$ cat src/rtl/game_frame_renderer.sv
// game_frame_renderer: latches the game state on `go`, sweeps the 160x120
// raster once emitting one plot per pixel, and reports player/wall overlap.
module game_frame_renderer #(
  parameter int SCREEN_W  = 160,
  parameter int SCREEN_H  = 120,
  parameter int DUDE_SIZE = 4,
  parameter int WALL_W    = 4,
  parameter int GAP_H     = 32
) (
  input  logic       clk,
  input  logic       resetn,
  input  logic       go,
  input  logic       startgame,
  input  logic [7:0] dude_x,
  input  logic [6:0] dude_y,
  input  logic [7:0] wall_x,
  input  logic [6:0] gap_y,
  output logic [7:0] vga_x,
  output logic [6:0] vga_y,
  output logic [2:0] vga_colour,
  output logic       plot,
  output logic       busy,
  output logic       done,
  output logic       hit
);

  typedef enum logic [1:0] {S_IDLE, S_LATCH, S_DRAW, S_DONE} state_t;

  localparam logic [7:0] X_LAST = 8'(SCREEN_W - 1);
  localparam logic [6:0] Y_LAST = 7'(SCREEN_H - 1);
  localparam logic [8:0] DUDE9  = 9'(DUDE_SIZE);
  localparam logic [8:0] WALL9  = 9'(WALL_W);
  localparam logic [8:0] GAP9   = 9'(GAP_H);

  state_t     state, state_nxt;
  logic [7:0] x_cnt;
  logic [6:0] y_cnt;
  logic       sg_q;
  logic [7:0] dx_q, wx_q;
  logic [6:0] dy_q, gy_q;
  logic       acc;
  logic       hit_q;

  logic       last_px;
  logic [8:0] px9, py9;
  logic       dude_px, wall_px, overlap;

  // Extents are compared in 9 bits so that edge-of-screen sums never wrap;
  // anything past the edge is simply never reached by the counters.
  assign px9     = {1'b0, x_cnt};
  assign py9     = {2'b00, y_cnt};
  assign last_px = (x_cnt == X_LAST) && (y_cnt == Y_LAST);

  assign dude_px = (px9 >= {1'b0, dx_q}) && (px9 < ({1'b0, dx_q} + DUDE9)) &&
                   (py9 >= {2'b00, dy_q}) && (py9 < ({2'b00, dy_q} + DUDE9));

  // A gap reaching past the bottom leaves only the upper wall segment, since
  // y never gets to gap_y+GAP_H.
  assign wall_px = (px9 >= {1'b0, wx_q}) && (px9 < ({1'b0, wx_q} + WALL9)) &&
                   ((py9 < {2'b00, gy_q}) || (py9 >= ({2'b00, gy_q} + GAP9)));

  assign overlap = (state == S_DRAW) && sg_q && dude_px && wall_px;

  assign plot  = (state == S_DRAW);
  assign busy  = (state != S_IDLE);
  assign done  = (state == S_DONE);
  assign hit   = hit_q;
  assign vga_x = x_cnt;
  assign vga_y = y_cnt;

  // Pixel colour from latched state and counters; player wins over wall.
  always_comb begin
    vga_colour = 3'b000;
    if (state == S_DRAW) begin
      if (!sg_q)        vga_colour = 3'b001;
      else if (dude_px) vga_colour = 3'b110;
      else if (wall_px) vga_colour = 3'b010;
      else              vga_colour = 3'b000;
    end
  end

  // Next-state logic.
  always_comb begin
    state_nxt = state;
    case (state)
      S_IDLE:  if (go) state_nxt = S_LATCH;
      S_LATCH: state_nxt = S_DRAW;
      S_DRAW:  if (last_px) state_nxt = S_DONE;
      S_DONE:  state_nxt = S_IDLE;
      default: state_nxt = S_IDLE;
    endcase
  end

  // State register.
  always_ff @(posedge clk) begin
    if (!resetn) state <= S_IDLE;
    else         state <= state_nxt;
  end

  // Shadow registers, raster counters and overlap tracking.
  always_ff @(posedge clk) begin
    if (!resetn) begin
      x_cnt <= '0;
      y_cnt <= '0;
      sg_q  <= 1'b0;
      dx_q  <= '0;
      dy_q  <= '0;
      wx_q  <= '0;
      gy_q  <= '0;
      acc   <= 1'b0;
      hit_q <= 1'b0;
    end else begin
      case (state)
        S_LATCH: begin
          sg_q  <= startgame;
          dx_q  <= dude_x;
          dy_q  <= dude_y;
          wx_q  <= wall_x;
          gy_q  <= gap_y;
          x_cnt <= '0;
          y_cnt <= '0;
          acc   <= 1'b0;
        end
        S_DRAW: begin
          acc <= acc | overlap;
          if (last_px) begin
            // Counters park on the last pixel; the last pixel's overlap is
            // folded in directly so `hit` is valid alongside `done`.
            hit_q <= acc | overlap;
          end else if (x_cnt == X_LAST) begin
            x_cnt <= '0;
            y_cnt <= y_cnt + 7'd1;
          end else begin
            x_cnt <= x_cnt + 8'd1;
          end
        end
        default: ;
      endcase
    end
  end

endmodule

$ cat config.mk
export PLATFORM = sky130hd
export DESIGN_NAME = game_frame_renderer
export DESIGN_NICKNAME = d
export VERILOG_FILES = /design/src/rtl/game_frame_renderer.sv
export SDC_FILE = /design/constraint.sdc
export NUM_CORES = 1
export LEC_CHECK = 0
export ABC_AREA = 1
export BUFFER_PORTS_ARGS = -buffer_cell sky130_fd_sc_hd__buf_2
export CORE_ASPECT_RATIO = 1.75
export CORE_MARGIN = 4
export CORE_UTILIZATION = 45
export CTS_BUF_LIST = sky130_fd_sc_hd__clkbuf_2
export CTS_CLUSTER_DIAMETER = 150
export DETAILED_ROUTE_END_ITERATION = 16
export PLACE_DENSITY = 0.64
export SLEW_MARGIN = 40
export SYNTH_ARGS = -nofsm -noshare
export SYNTH_HDL_FRONTEND = slang
export SYNTH_SLANG_ARGS = --single-unit
$ cat constraint.sdc
create_clock -name clk -period 1.84 [get_ports clk]
set_input_delay 0.184 -clock clk [delete_from_list [all_inputs] [get_ports clk]]
set_output_delay 0.184 -clock clk [all_outputs]
set_load 0.01 [all_outputs]
==> metrics.md <==
| Metric | Value |
|---|---|
| Slew of the pin with the lowest slew margin | `approximately 0.36 ns` |
| Max Cap Viol | `0` |
| Clk_skew | `between 0.009 and 0.01 ns` |
| Antenna viol nets, final | `0` |
| Die extent in x | `around 76 um` |
| Yosys cell types | `29` |
| Port Buffers | `between 50 and 60` |
| CP Data Required Time | `1.66 ns` |
| Fin nets | `roughly 750` |
| Final Wtd Congestion | `0.9407` |
| HP Class | `in -> reg` |
| Seq/Total Area, Yosys | `27.40%` |
| Syn Area/Cell | `7.122 um^2` |
| Vias in the first global route | `around 3.7k` |
| Reg clk slew, reported paths | `0.25 ns` |
| Vias per std cell | `roughly 5` |
| Share of cells above drive strength 1 | `25.69%` |
| Yosys warning total | `0` |
| WL/cell | `approximately 13 um` |
| Worst-Skew Late Latency | `0.45 ns` |
| Clk sinks | `50` |
| Io pins | `56` |
| Final setup viols | `4` |
| Global-route wire length before repair | `16360 um` |
| Wirelength, routed | `9982 um` |
| Most common cell after layout, fill and taps aside | `inv_1` |
| Crit path cell chain | `buf_6, ha_4, nand3_4, xor2_2, ha_1, a21oi_2, nor2_1, nor2_1, nand3_2, nor2_4, nand2_2, nand2_2, buf_6` |
| Worst setup margin | `-0.8030 ns` |
| RSZ-0062 raised after global routing | `yes` |
| Starting DRC count in detailed routing | `~110` |
| Kind of critical path | `reg -> out` |
| Core box area | `~8000 um^2` |
| Leading cell types in the layout, fill and taps excluded | `81 x inv_1, 76 x nand2_1, 56 x ha_1` |
| Fin crit period | `roughly 2.6 ns` |
| Site row count | `43` |
| Final Hold Vio Count | `0` |
| Slew headroom | `75.75%` |
| Crit end category | `output pin` |
| # DRC | `0` |
| Syn Inst Count | `513` |
| Worst hold slack | `0.03311 ns` |
| FMAX | `between 300 and 400 MHz` |
| WP data arrival | `between 2 and 2.5 ns` |
| CP Launch Type | `register` |
| Syn Nets | `607` |
| Largest net degree at the start of global routing | `40` |
| Initial antenna violation count | `1` |
| TritonRoute pass-1 iters | `4` |
| Area growth syn-to-layout | `35.68%` |
| GRT Resource Usage Total | `around a fifth` |
| Final period util | `143.6%` |
| CTS HTree Levels | `2` |
| Via count | `3753` |
| Post-Syn Area | `between 3000 and 4000 um^2` |
| Root buf cell | `clkbuf_2` |
| Failing checks | `negative setup slack` |
| Max FO, Critical Path | `3` |
| Final Util | `62.68%` |
| Cell Area, Placed | `4437 um^2` |
| Clock buffer depth | `2` |
| CTS Buf Count | `5` |
| Outcome | `finished with violations` |
| Post-DP HPWL | `7714 um` |
| Initial Util | `around 46%` |
| Fin area | `around 5000 um^2` |
| Family with the most delay on the worst path | `simple AND/OR/NAND/NOR gates` |
| Die H | `127.2 um` |
| Maximum VDD drop | `between 0.0006 and 0.0007 V` |
| Crit path buffers/inverters | `2` |
| Number of synthesized register bits | `50` |
| Pwr/cell area | `1071 nW/um^2` |
| Leakage | `2.448 nW` |
| Die area | `9681 um^2` |
| Slowest-stage cell, CP | `dfxtp_4` |
| GRT overflow | `0` |
| Max-slew violation count | `0` |
| Crit-path max cell delay | `0.42 ns` |
| CTS tree | `done` |
==> cells in the mapped netlist <==
master	number	area [um^2]
inv_1	84	315.3
nand2_1	78	292.8
ha_1	60	750.7
a21oi_1	56	280.3
dfxtp_1	50	1001
nor2_1	48	180.2
o21ai_0	41	205.2
nand3_1	28	140.1
xor2_1	12	105.1
clkbuf_1	10	37.54
nor3_1	8	40.04
nand4_1	7	43.79
o21a_1	4	30.03
o21ai_1	4	20.02
xnor2_1	3	26.28
a21o_1	2	15.01
inv_2	2	7.510
nand3_2	2	20.02
nor2_2	2	12.51
nor2_8	2	40.04
o21bai_1	2	15.01
a22oi_1	1	7.510
inv_4	1	6.260
nand2_4	1	11.26
nand3b_1	1	7.510
nor3_4	1	16.27
nor3b_2	1	12.51
nor4_1	1	6.260
o211ai_1	1	7.510
==> path summary, 6_finish.rpt <==
kind                                           start              endpoint  slack (ns)  cells after the start
worst max-delay path            dx_q[3]$_SDFFE_PN0N_         vga_colour[1]       -0.80                     13
worst min-delay path                       dude_y[1]  dy_q[1]$_SDFFE_PN0N_        0.03                      3
worst max register to register  wx_q[2]$_SDFFE_PN0N_      hit$_SDFFE_PN0P_       -0.33                     15
worst min register to register  dx_q[1]$_SDFFE_PN0N_  dx_q[1]$_SDFFE_PN0N_        0.48                      2
==> power breakdown <==
part	total [mW]	internal, mW	switching [mW]
combinational	3.25	1.40	1.85
clock	0.458	0.0933	0.364
sequential	1.60	1.40	0.196
==> through the flow <==
step / instances / power (mW) / setup TNS, ns / setup slack, ns
global placement: 700 / 4.464 / -0.7001 / -0.2218
global route: 745 / 5.871 / -2.819 / -0.9576
detailed placement: 700 / 4.559 / -0.8970 / -0.2686
CTS: 741 / 5.184 / -2.132 / -0.7792
floorplan: 513 / 3.583 / -0.01251 / -0.01251
finish: 745 / 5.311 / -2.203 / -0.8030
==> per-layer routing <==
metal / share of wire (%) / track usage (%)
met5: 0 / 0
met4: 4.0 / 9.578
met3: 3.1 / 2.962
met2: 56 / 40.25
met1: 37 / 20.87
==> cell type report <==
cell class	count	area, um^2
antenna	1	2.502
clock buffer	6	30.03
clock inverter	2	8.758
fill	709	2952
inverter	87	329.1
multi-input combinational	366	2412
sequential	50	1026
tap	90	112.6
timing repair buffer	143	1036
==> repair_timing <==
item	4_1_cts	5_1_grt
pin swaps	14	12
endpoints found under the setup margin	5	17
hold endpoints to repair	29	0
hold buffers	29	0
setup buffers	4	3
resized for setup	9	30
==> worst reg2reg max path, cell delays in order, from the launching register on <==
cell     delay [ns]
dfxtp_4        0.43
ha_4           0.16
nand3_2        0.08
xor2_1         0.15
ha_1           0.31
a21o_1         0.16
nand3_1        0.07
nand2_1        0.06
nor2_1         0.09
nand3_1        0.09
nor2_2         0.11
buf_4          0.11
nand3_1        0.12
nand3_1        0.11
nand2_1        0.05
inv_1          0.05
==> flip-flops by register name, indices dropped and copies added, names as in the netlist <==
name   count
acc        1
sg_q       1
vga_x      8
vga_y      7
state      2
dy_q       7
dx_q       8
wx_q       8
gy_q       7
hit        1
==> cell families (layout without fill, tap and decap cells) <==
logic type / after synthesis / in the layout / share of synthesized area, %
AO/OA/AOI/OAI: 111 / 111 / 15.89
XOR/XNOR: 15 / 15 / 3.596
adder cells (fa/ha/maj): 60 / 60 / 20.55
buffers and inverters: 97 / 238 / 10.03
flip-flops: 50 / 50 / 27.40
other: 0 / 1 / 0
AND/OR/NAND/NOR: 180 / 180 / 22.53
Power figures use the tool's default switching activity.
